File: src/rtl/cp0_exc_ctrl_if.sv
// CP0 exception controller bus: pipeline-side signals grouped
// into one bundle; the controller takes the slave view.
interface cp0_exc_ctrl_if #(
  parameter int NIRQ = 4
);
  logic [NIRQ-1:0] irq;
  logic            dtlb_exc;
  logic            ovr_exc;
  logic            unimpl_exc;
  logic            sys_exc;
  logic            itlb_exc;
  logic            ecancel;
  logic [31:0]     pc_f;
  logic [31:0]     pc_d;
  logic [31:0]     pc_e;
  logic [31:0]     pc_m;
  logic [31:0]     pc_w;
  logic            bd_f;
  logic            bd_d;
  logic            bd_e;
  logic            bd_m;
  logic            wc0;
  logic [4:0]      rc0_n;
  logic [4:0]      wc0_n;
  logic [31:0]     wc0_d;
  logic            eret;
  logic            exce;
  logic            cancel;
  logic [1:0]      selpc;
  logic [31:0]     epc_o;
  logic [31:0]     sta_o;
  logic [31:0]     cau_o;
  logic [31:0]     c0_rdata;
  logic [3:0]      depth;

  modport master (
    output irq, dtlb_exc, ovr_exc, unimpl_exc, sys_exc,
    output itlb_exc, ecancel,
    output pc_f, pc_d, pc_e, pc_m, pc_w,
    output bd_f, bd_d, bd_e, bd_m,
    output wc0, rc0_n, wc0_n, wc0_d, eret,
    input  exce, cancel, selpc, epc_o, sta_o, cau_o,
    input  c0_rdata, depth
  );

  modport slave (
    input  irq, dtlb_exc, ovr_exc, unimpl_exc, sys_exc,
    input  itlb_exc, ecancel,
    input  pc_f, pc_d, pc_e, pc_m, pc_w,
    input  bd_f, bd_d, bd_e, bd_m,
    input  wc0, rc0_n, wc0_n, wc0_d, eret,
    output exce, cancel, selpc, epc_o, sta_o, cau_o,
    output c0_rdata, depth
  );
endinterface

File: src/rtl/cp0_exc_ctrl.sv
// CP0 exception controller: Status/Cause/EPC, priority arbiter
// and nesting stack. Define CP0_IRQ_SYNC_EN for 2-flop irq sync.
module cp0_exc_ctrl #(
  parameter int          NIRQ    = 4,
  parameter int          DEPTH   = 2,
  parameter logic [31:0] EXC_VEC = 32'h0000_0008
) (
  input logic       clk,
  input logic       rst,
  cp0_exc_ctrl_if.slave bus
);

  localparam int AW = (DEPTH > 1) ? $clog2(DEPTH) : 1;
  localparam logic [3:0] DMAX = 4'(DEPTH);
  localparam logic [31:0] IRQ_BITS =
    ((32'h1 << NIRQ) - 32'h1) << 8;
  localparam logic [31:0] STA_MASK = 32'h3F | IRQ_BITS;

  logic [31:0]     sta;
  logic [31:0]     epc;
  logic            bd;
  logic            ovf;
  logic [2:0]      code;
  logic [3:0]      dep;
  logic [31:0]     stk_sta [DEPTH];
  logic [31:0]     stk_epc [DEPTH];
  logic [NIRQ-1:0] irq_s;

  logic            e_dtlb;
  logic            e_ovr;
  logic            e_unimpl;
  logic            e_sys;
  logic            e_irq;
  logic            e_itlb;
  logic            take;
  logic [2:0]      w_code;
  logic            w_bd;
  logic [31:0]     w_epc;
  logic [31:0]     cau;
  logic            full;
  logic [3:0]      dm1;
  logic [AW-1:0]   pidx;
  logic [AW-1:0]   tidx;
  logic            unused;

`ifdef CP0_IRQ_SYNC_EN
  logic [NIRQ-1:0] s1;
  logic [NIRQ-1:0] s2;

  // two-flop synchroniser on the raw interrupt lines
  always_ff @(posedge clk or posedge rst) begin
    if (rst) begin
      s1 <= '0;
      s2 <= '0;
    end else begin
      s1 <= bus.irq;
      s2 <= s1;
    end
  end

  assign irq_s = s2;
`else
  assign irq_s = bus.irq;
`endif

  assign e_dtlb   = bus.dtlb_exc & sta[5];
  assign e_ovr    = bus.ovr_exc & sta[3];
  assign e_unimpl = bus.unimpl_exc & sta[2] & ~bus.ecancel;
  assign e_sys    = bus.sys_exc & sta[1] & ~bus.ecancel;
  assign e_irq    = sta[0] & (|(irq_s & sta[8 +: NIRQ]))
                  & ~bus.ecancel;
  assign e_itlb   = bus.itlb_exc & sta[4];

  // oldest-stage-first arbitration and EPC/BD selection
  always_comb begin
    take   = 1'b1;
    w_code = 3'd0;
    w_bd   = 1'b0;
    w_epc  = 32'h0;
    if (e_dtlb) begin
      w_code = 3'd5;
      w_bd   = bus.bd_m;
      w_epc  = bus.bd_m ? bus.pc_w : bus.pc_m;
    end else if (e_ovr) begin
      w_code = 3'd3;
      w_bd   = bus.bd_e;
      w_epc  = bus.bd_e ? bus.pc_m : bus.pc_e;
    end else if (e_unimpl) begin
      w_code = 3'd2;
      w_bd   = bus.bd_d;
      w_epc  = bus.bd_d ? bus.pc_e : bus.pc_d;
    end else if (e_sys) begin
      w_code = 3'd1;
      w_bd   = bus.bd_d;
      w_epc  = bus.bd_d ? bus.pc_e : bus.pc_d;
    end else if (e_irq) begin
      w_code = 3'd0;
      w_bd   = bus.bd_d;
      w_epc  = bus.bd_d ? bus.pc_e : bus.pc_d;
    end else if (e_itlb) begin
      w_code = 3'd4;
      w_bd   = bus.bd_f;
      w_epc  = bus.bd_f ? bus.pc_d : bus.pc_f;
    end else begin
      take   = 1'b0;
    end
  end

  // Cause view: IP is live, the rest is registered
  always_comb begin
    cau           = 32'h0;
    cau[31]       = bd;
    cau[30]       = ovf;
    cau[8 +: NIRQ] = irq_s;
    cau[4:2]      = code;
  end

  // combinational mfc0 read port
  always_comb begin
    case (bus.rc0_n)
      5'd12:   bus.c0_rdata = sta;
      5'd13:   bus.c0_rdata = cau;
      5'd14:   bus.c0_rdata = epc;
      default: bus.c0_rdata = 32'h0;
    endcase
  end

  assign full = (dep == DMAX);
  assign dm1  = dep - 4'd1;
  assign pidx = dep[AW-1:0];
  assign tidx = dm1[AW-1:0];

  assign bus.exce   = take;
  assign bus.cancel = take;
  assign bus.selpc  = take ? 2'b10 : (bus.eret ? 2'b01 : 2'b00);
  assign bus.epc_o  = epc;
  assign bus.sta_o  = sta;
  assign bus.cau_o  = cau;
  assign bus.depth  = dep;

  assign unused = ^{EXC_VEC};

  // exception push, eret pop and mtc0 writes
  always_ff @(posedge clk or posedge rst) begin
    if (rst) begin
      sta  <= 32'h0;
      epc  <= 32'h0;
      bd   <= 1'b0;
      ovf  <= 1'b0;
      code <= 3'd0;
      dep  <= 4'd0;
      for (int i = 0; i < DEPTH; i++) begin
        stk_sta[i] <= 32'h0;
        stk_epc[i] <= 32'h0;
      end
    end else if (take) begin
      if (full) begin
        for (int i = 0; i < DEPTH - 1; i++) begin
          stk_sta[i] <= stk_sta[i+1];
          stk_epc[i] <= stk_epc[i+1];
        end
        stk_sta[DEPTH-1] <= sta;
        stk_epc[DEPTH-1] <= epc;
        ovf <= 1'b1;
      end else begin
        stk_sta[pidx] <= sta;
        stk_epc[pidx] <= epc;
        dep <= dep + 4'd1;
      end
      sta  <= {sta[31:6], 6'b0};
      epc  <= w_epc;
      bd   <= w_bd;
      code <= w_code;
    end else begin
      if (bus.wc0) begin
        case (bus.wc0_n)
          5'd12:   sta <= bus.wc0_d & STA_MASK;
          5'd13:   ovf <= bus.wc0_d[30];
          5'd14:   epc <= bus.wc0_d;
          default: ;
        endcase
      end
      if (bus.eret && dep != 4'd0) begin
        sta <= stk_sta[tidx];
        epc <= stk_epc[tidx];
        dep <= dm1;
      end
    end
  end

endmodule

File: src/flat_wrapper.sv
// flat-port wrapper written by rule: the top's interface ports become plain ports
module cp0_exc_ctrl_flat 
#(
  parameter int          NIRQ    = 4,
  parameter int          DEPTH   = 2,
  parameter logic [31:0] EXC_VEC = 32'h0000_0008
)
  (clk, rst, bus_irq, bus_dtlb_exc, bus_ovr_exc, bus_unimpl_exc, bus_sys_exc, bus_itlb_exc, bus_ecancel, bus_pc_f, bus_pc_d, bus_pc_e, bus_pc_m, bus_pc_w, bus_bd_f, bus_bd_d, bus_bd_e, bus_bd_m, bus_wc0, bus_rc0_n, bus_wc0_n, bus_wc0_d, bus_eret, bus_exce, bus_cancel, bus_selpc, bus_epc_o, bus_sta_o, bus_cau_o, bus_c0_rdata, bus_depth);
  cp0_exc_ctrl_if #(.NIRQ(NIRQ)) bus_i ();
  input logic clk;
  input logic rst;
  input wire logic [$bits(bus_i.irq)-1:0] bus_irq;
  input wire logic [$bits(bus_i.dtlb_exc)-1:0] bus_dtlb_exc;
  input wire logic [$bits(bus_i.ovr_exc)-1:0] bus_ovr_exc;
  input wire logic [$bits(bus_i.unimpl_exc)-1:0] bus_unimpl_exc;
  input wire logic [$bits(bus_i.sys_exc)-1:0] bus_sys_exc;
  input wire logic [$bits(bus_i.itlb_exc)-1:0] bus_itlb_exc;
  input wire logic [$bits(bus_i.ecancel)-1:0] bus_ecancel;
  input wire logic [$bits(bus_i.pc_f)-1:0] bus_pc_f;
  input wire logic [$bits(bus_i.pc_d)-1:0] bus_pc_d;
  input wire logic [$bits(bus_i.pc_e)-1:0] bus_pc_e;
  input wire logic [$bits(bus_i.pc_m)-1:0] bus_pc_m;
  input wire logic [$bits(bus_i.pc_w)-1:0] bus_pc_w;
  input wire logic [$bits(bus_i.bd_f)-1:0] bus_bd_f;
  input wire logic [$bits(bus_i.bd_d)-1:0] bus_bd_d;
  input wire logic [$bits(bus_i.bd_e)-1:0] bus_bd_e;
  input wire logic [$bits(bus_i.bd_m)-1:0] bus_bd_m;
  input wire logic [$bits(bus_i.wc0)-1:0] bus_wc0;
  input wire logic [$bits(bus_i.rc0_n)-1:0] bus_rc0_n;
  input wire logic [$bits(bus_i.wc0_n)-1:0] bus_wc0_n;
  input wire logic [$bits(bus_i.wc0_d)-1:0] bus_wc0_d;
  input wire logic [$bits(bus_i.eret)-1:0] bus_eret;
  output wire logic [$bits(bus_i.exce)-1:0] bus_exce;
  output wire logic [$bits(bus_i.cancel)-1:0] bus_cancel;
  output wire logic [$bits(bus_i.selpc)-1:0] bus_selpc;
  output wire logic [$bits(bus_i.epc_o)-1:0] bus_epc_o;
  output wire logic [$bits(bus_i.sta_o)-1:0] bus_sta_o;
  output wire logic [$bits(bus_i.cau_o)-1:0] bus_cau_o;
  output wire logic [$bits(bus_i.c0_rdata)-1:0] bus_c0_rdata;
  output wire logic [$bits(bus_i.depth)-1:0] bus_depth;
  assign bus_i.irq = bus_irq;
  assign bus_i.dtlb_exc = bus_dtlb_exc;
  assign bus_i.ovr_exc = bus_ovr_exc;
  assign bus_i.unimpl_exc = bus_unimpl_exc;
  assign bus_i.sys_exc = bus_sys_exc;
  assign bus_i.itlb_exc = bus_itlb_exc;
  assign bus_i.ecancel = bus_ecancel;
  assign bus_i.pc_f = bus_pc_f;
  assign bus_i.pc_d = bus_pc_d;
  assign bus_i.pc_e = bus_pc_e;
  assign bus_i.pc_m = bus_pc_m;
  assign bus_i.pc_w = bus_pc_w;
  assign bus_i.bd_f = bus_bd_f;
  assign bus_i.bd_d = bus_bd_d;
  assign bus_i.bd_e = bus_bd_e;
  assign bus_i.bd_m = bus_bd_m;
  assign bus_i.wc0 = bus_wc0;
  assign bus_i.rc0_n = bus_rc0_n;
  assign bus_i.wc0_n = bus_wc0_n;
  assign bus_i.wc0_d = bus_wc0_d;
  assign bus_i.eret = bus_eret;
  assign bus_exce = bus_i.exce;
  assign bus_cancel = bus_i.cancel;
  assign bus_selpc = bus_i.selpc;
  assign bus_epc_o = bus_i.epc_o;
  assign bus_sta_o = bus_i.sta_o;
  assign bus_cau_o = bus_i.cau_o;
  assign bus_c0_rdata = bus_i.c0_rdata;
  assign bus_depth = bus_i.depth;
  cp0_exc_ctrl #(.NIRQ(NIRQ), .DEPTH(DEPTH), .EXC_VEC(EXC_VEC)) u_core (.clk(clk), .rst(rst), .bus(bus_i));
endmodule
File: config.mk
export PLATFORM = sky130hd
export DESIGN_NAME = cp0_exc_ctrl_flat
export DESIGN_NICKNAME = d
export VERILOG_FILES = /design/src/rtl/cp0_exc_ctrl_if.sv /design/src/rtl/cp0_exc_ctrl.sv /design/src/flat_wrapper.sv
export SDC_FILE = /design/constraint.sdc
export NUM_CORES = 1
export LEC_CHECK = 0
export CAP_MARGIN = 20
export CELL_PAD_IN_SITES_DETAIL_PLACEMENT = 1
export CELL_PAD_IN_SITES_GLOBAL_PLACEMENT = 1
export CORE_MARGIN = 2
export CORE_UTILIZATION = 40
export DETAILED_ROUTE_END_ITERATION = 7
export DONT_BUFFER_PORTS = 1
export MAX_ROUTING_LAYER = met4
export PLACE_DENSITY_LB_ADDON = 0.1
export SETUP_SLACK_MARGIN = 0.4
export SLEW_MARGIN = 10
export SYNTH_ARGS = -nofsm -noshare
export SYNTH_HDL_FRONTEND = slang
export SYNTH_SLANG_ARGS = --single-unit
export TNS_END_PERCENT = 5
File: constraint.sdc
create_clock -name clk -period 7.2 [get_ports clk]
set_clock_uncertainty 0.2 [all_clocks]
set_input_delay 1.44 -clock clk [delete_from_list [all_inputs] [get_ports clk]]
set_output_delay 1.44 -clock clk [all_outputs]
set_load 0.02 [all_outputs]
==> qor.txt <==
Status: completed
CP Capture Type: output port
DIE AREA: 32200 um2
Max cap viols: 0
Fin crit period: 5.09 ns
Finished Layout Cells: 1597
Postcts setup bufs: 0
Final critical-path share of the clock period: 70.7%
Slew of the pin with the lowest slew margin: 1.07 ns
Vias in the first global route: 10400
Post-CTS Resized: 0
Die height: 179 um
Chip width: 179 um
Reg2reg setup slack: 3.15 ns
P_leak: 5.31 nW
Initial antenna violation count: 0
Hold_buf cts: 0
Yosys reg bits: 201
Most frequent CP cell: and2_1
I/O pins: 356
Number of antenna-violating nets in the routed design: 0
TritonRoute pass-1 iters: 5
Via count: 10100
Root Buffer: clkbuf_16
GRT overflow: 0
Slew Limit Headroom: 28.8%
Clock buffer depth: 3
Critical path fanouts, max: 35
First-pass GRT wire length: 65700 um
Fmax: 197 MHz
Setup TNS: 0 ns
Worst path arrival time: 3.45 ns
Post-synthesis sequential area ratio: 40.9%
Main synth FF type: dfrtp_1
Pre-CTS WS: 2.10 ns
Core region area: 30400 um2
Worst hold slack: 0.326 ns
Slowest stage delay, CP: 0.46 ns
RSZ-0062 raised after global routing: false
Worst setup SP type: input pin
Diode count: 0
Post-synth ARST share: 100%
Clock sinks: 201
Pwr Density: 511 nW/um2
Fillers: 3384
Inst Count DP: 1555
DRC: 0
Yosys warning total: 0
GPL Wtd Cong: 0.864
# H-tree levels: 1
Starting Density: 40.4%
DRC violation total after the first TritonRoute iteration: 619
IO buf count: 0
DP HPWL: 29300 um
Layout cells sized above 1: 16.9%
Vias per inst: 6.34
Final hold viol count: 0
GRT Total Usage: 27.8%
Final slew viol count: 0
Most common cell after layout, fill and taps aside: dfrtp_1
Slowest library cell on the worst path: nor4_4
Gate Count Post-Synth: 1262
Final WL: 44700 um
Clk_lat worst skew: 0.52 ns
Layout area overhead: 6.78%
Layout Nets: 1410
Worst Hold Class: reg2reg
Row count: 64
Average wire per standard cell: 28.0 um
Mapped cell area: 12300 um2
Setup violators final: 0
Setup WS post-layout: 2.11 ns
Clock transition at the registers of the reported paths: 0.06 ns
Largest net degree at the start of global routing: 115
Commonest non-fill, non-tap cells in the layout: 200 x dfrtp_1, 132 x mux2_2, 124 x nor2_1, 106 x mux2i_1, 76 x a21oi_1
Synth unique cells: 50
Syn Area/Cell: 9.75 um2
CP Data Required Time: 5.56 ns
Total CTS buffers: 25
Post-synth EDFFs: 0
Tot Pwr: 6.71 mW
Max IR drop VDD: 0.237 mV
CTS tree: built
Setup CP Type: in2out
Cell breakdown of the critical path: and2_1 -> buf_4 -> nor4_4 -> and2_1 -> inv_4 -> nor2_1
[flip-flops by register name, summed over array words and instances, names as in the netlist]
name              cells
u_core.bus.sta_o     32
u_core.stk_epc       64
u_core.stk_sta       64
u_core.code           3
u_core.bd             1
u_core.ovf            1
u_core.bus.depth      4
u_core.bus.epc_o     32
[logic make-up (layout without fill, tap and decap cells)]
family	after synthesis	after routing	share of synthesized area [%]
DFF	201	201	40.9
adders and majority gates	4	4	0.407
buffers and inverters	155	72	6.06
other	1	23	0.0305
muxes	238	238	20.7
and+or+nand+nor	298	298	11.3
AOI/OAI and AO/OA	363	363	20.5
xor gates and xnor gates	2	2	0.142
[final timing paths]
check,to,depth (start not counted),start
setup / recovery,bus_selpc[0],6,bus_ovr_exc
hold / removal,u_core.stk_epc[48],2,u_core.stk_epc[48]
setup reg to reg,u_core.bus.epc_o[28],8,u_core.bus.sta_o[9]
hold reg to reg,u_core.stk_epc[48],2,u_core.stk_epc[48]
max in group asynchronous,u_core.stk_sta[56],2,rst
min in group asynchronous,u_core.stk_sta[0],1,rst
[worst max-delay path, delay by kind of cell]
| family | cells | cell delay (ns) |
|---|---|---|
| and+or+nand+nor | 4 | 1.42 |
| buffers and inverters | 2 | 0.55 |
[routing by layer]
metal	part of all wire, %	vias to the layer above	track usage, %
li1	-	4529	-
met3	6.1	66	4.47
met1	44	5188	37.5
met4	2.4	0	7.93
met5	0	-	-
met2	47	339	43.6
[where the power goes]
| part | total (mW) | switching [mW] | internal [mW] |
|---|---|---|---|
| clock network | 1.18 | 0.483 | 0.692 |
| registers | 2.69 | 0.979 | 1.71 |
| logic | 2.85 | 1.61 | 1.23 |
| total | 6.71 | 3.08 | 3.63 |
[cell type report]
| class | instances | area, um2 | share of cell area, % |
|---|---|---|---|
| flip-flops and latches | 201 | 5030 | 38.3 |
| well taps | 396 | 495 | 3.77 |
| clock buffers | 35 | 683 | 5.20 |
| clock inverters | 7 | 63.8 | 0.486 |
| repair buffers | 23 | 193 | 1.47 |
| multi-input cells | 928 | 6630 | 50.5 |
| inverters | 7 | 32.5 | 0.248 |
[synth_stat cells (all sizes together) (5+ instances only)]
| master | number | area (um2) |
|---|---|---|
| a211oi | 57 | 428 |
| a21oi | 76 | 380 |
| a221oi | 34 | 298 |
| buf | 55 | 370 |
| clkbuf | 93 | 349 |
| dfrtp | 201 | 5030 |
| inv | 7 | 26.3 |
| mux2 | 132 | 1490 |
| mux2i | 106 | 1060 |
| nand2 | 62 | 235 |
| nor2 | 125 | 469 |
| nor2b | 57 | 357 |
| nor3 | 29 | 145 |
| o211ai | 7 | 52.6 |
| o21ai | 44 | 220 |
| o22ai | 68 | 425 |
| o311ai | 5 | 43.8 |
| o32a | 29 | 290 |
| o32ai | 29 | 254 |
[through the flow]
step	util [%]	cell area, um2
2_1_floorplan	-	12400
3_3_place_gp	40.6	12400
3_5_place_dp	40.7	12400
4_1_cts	43.2	13100
5_1_grt	43.2	13100
6_report	43.2	13100
(Power assumes the default switching activity.)
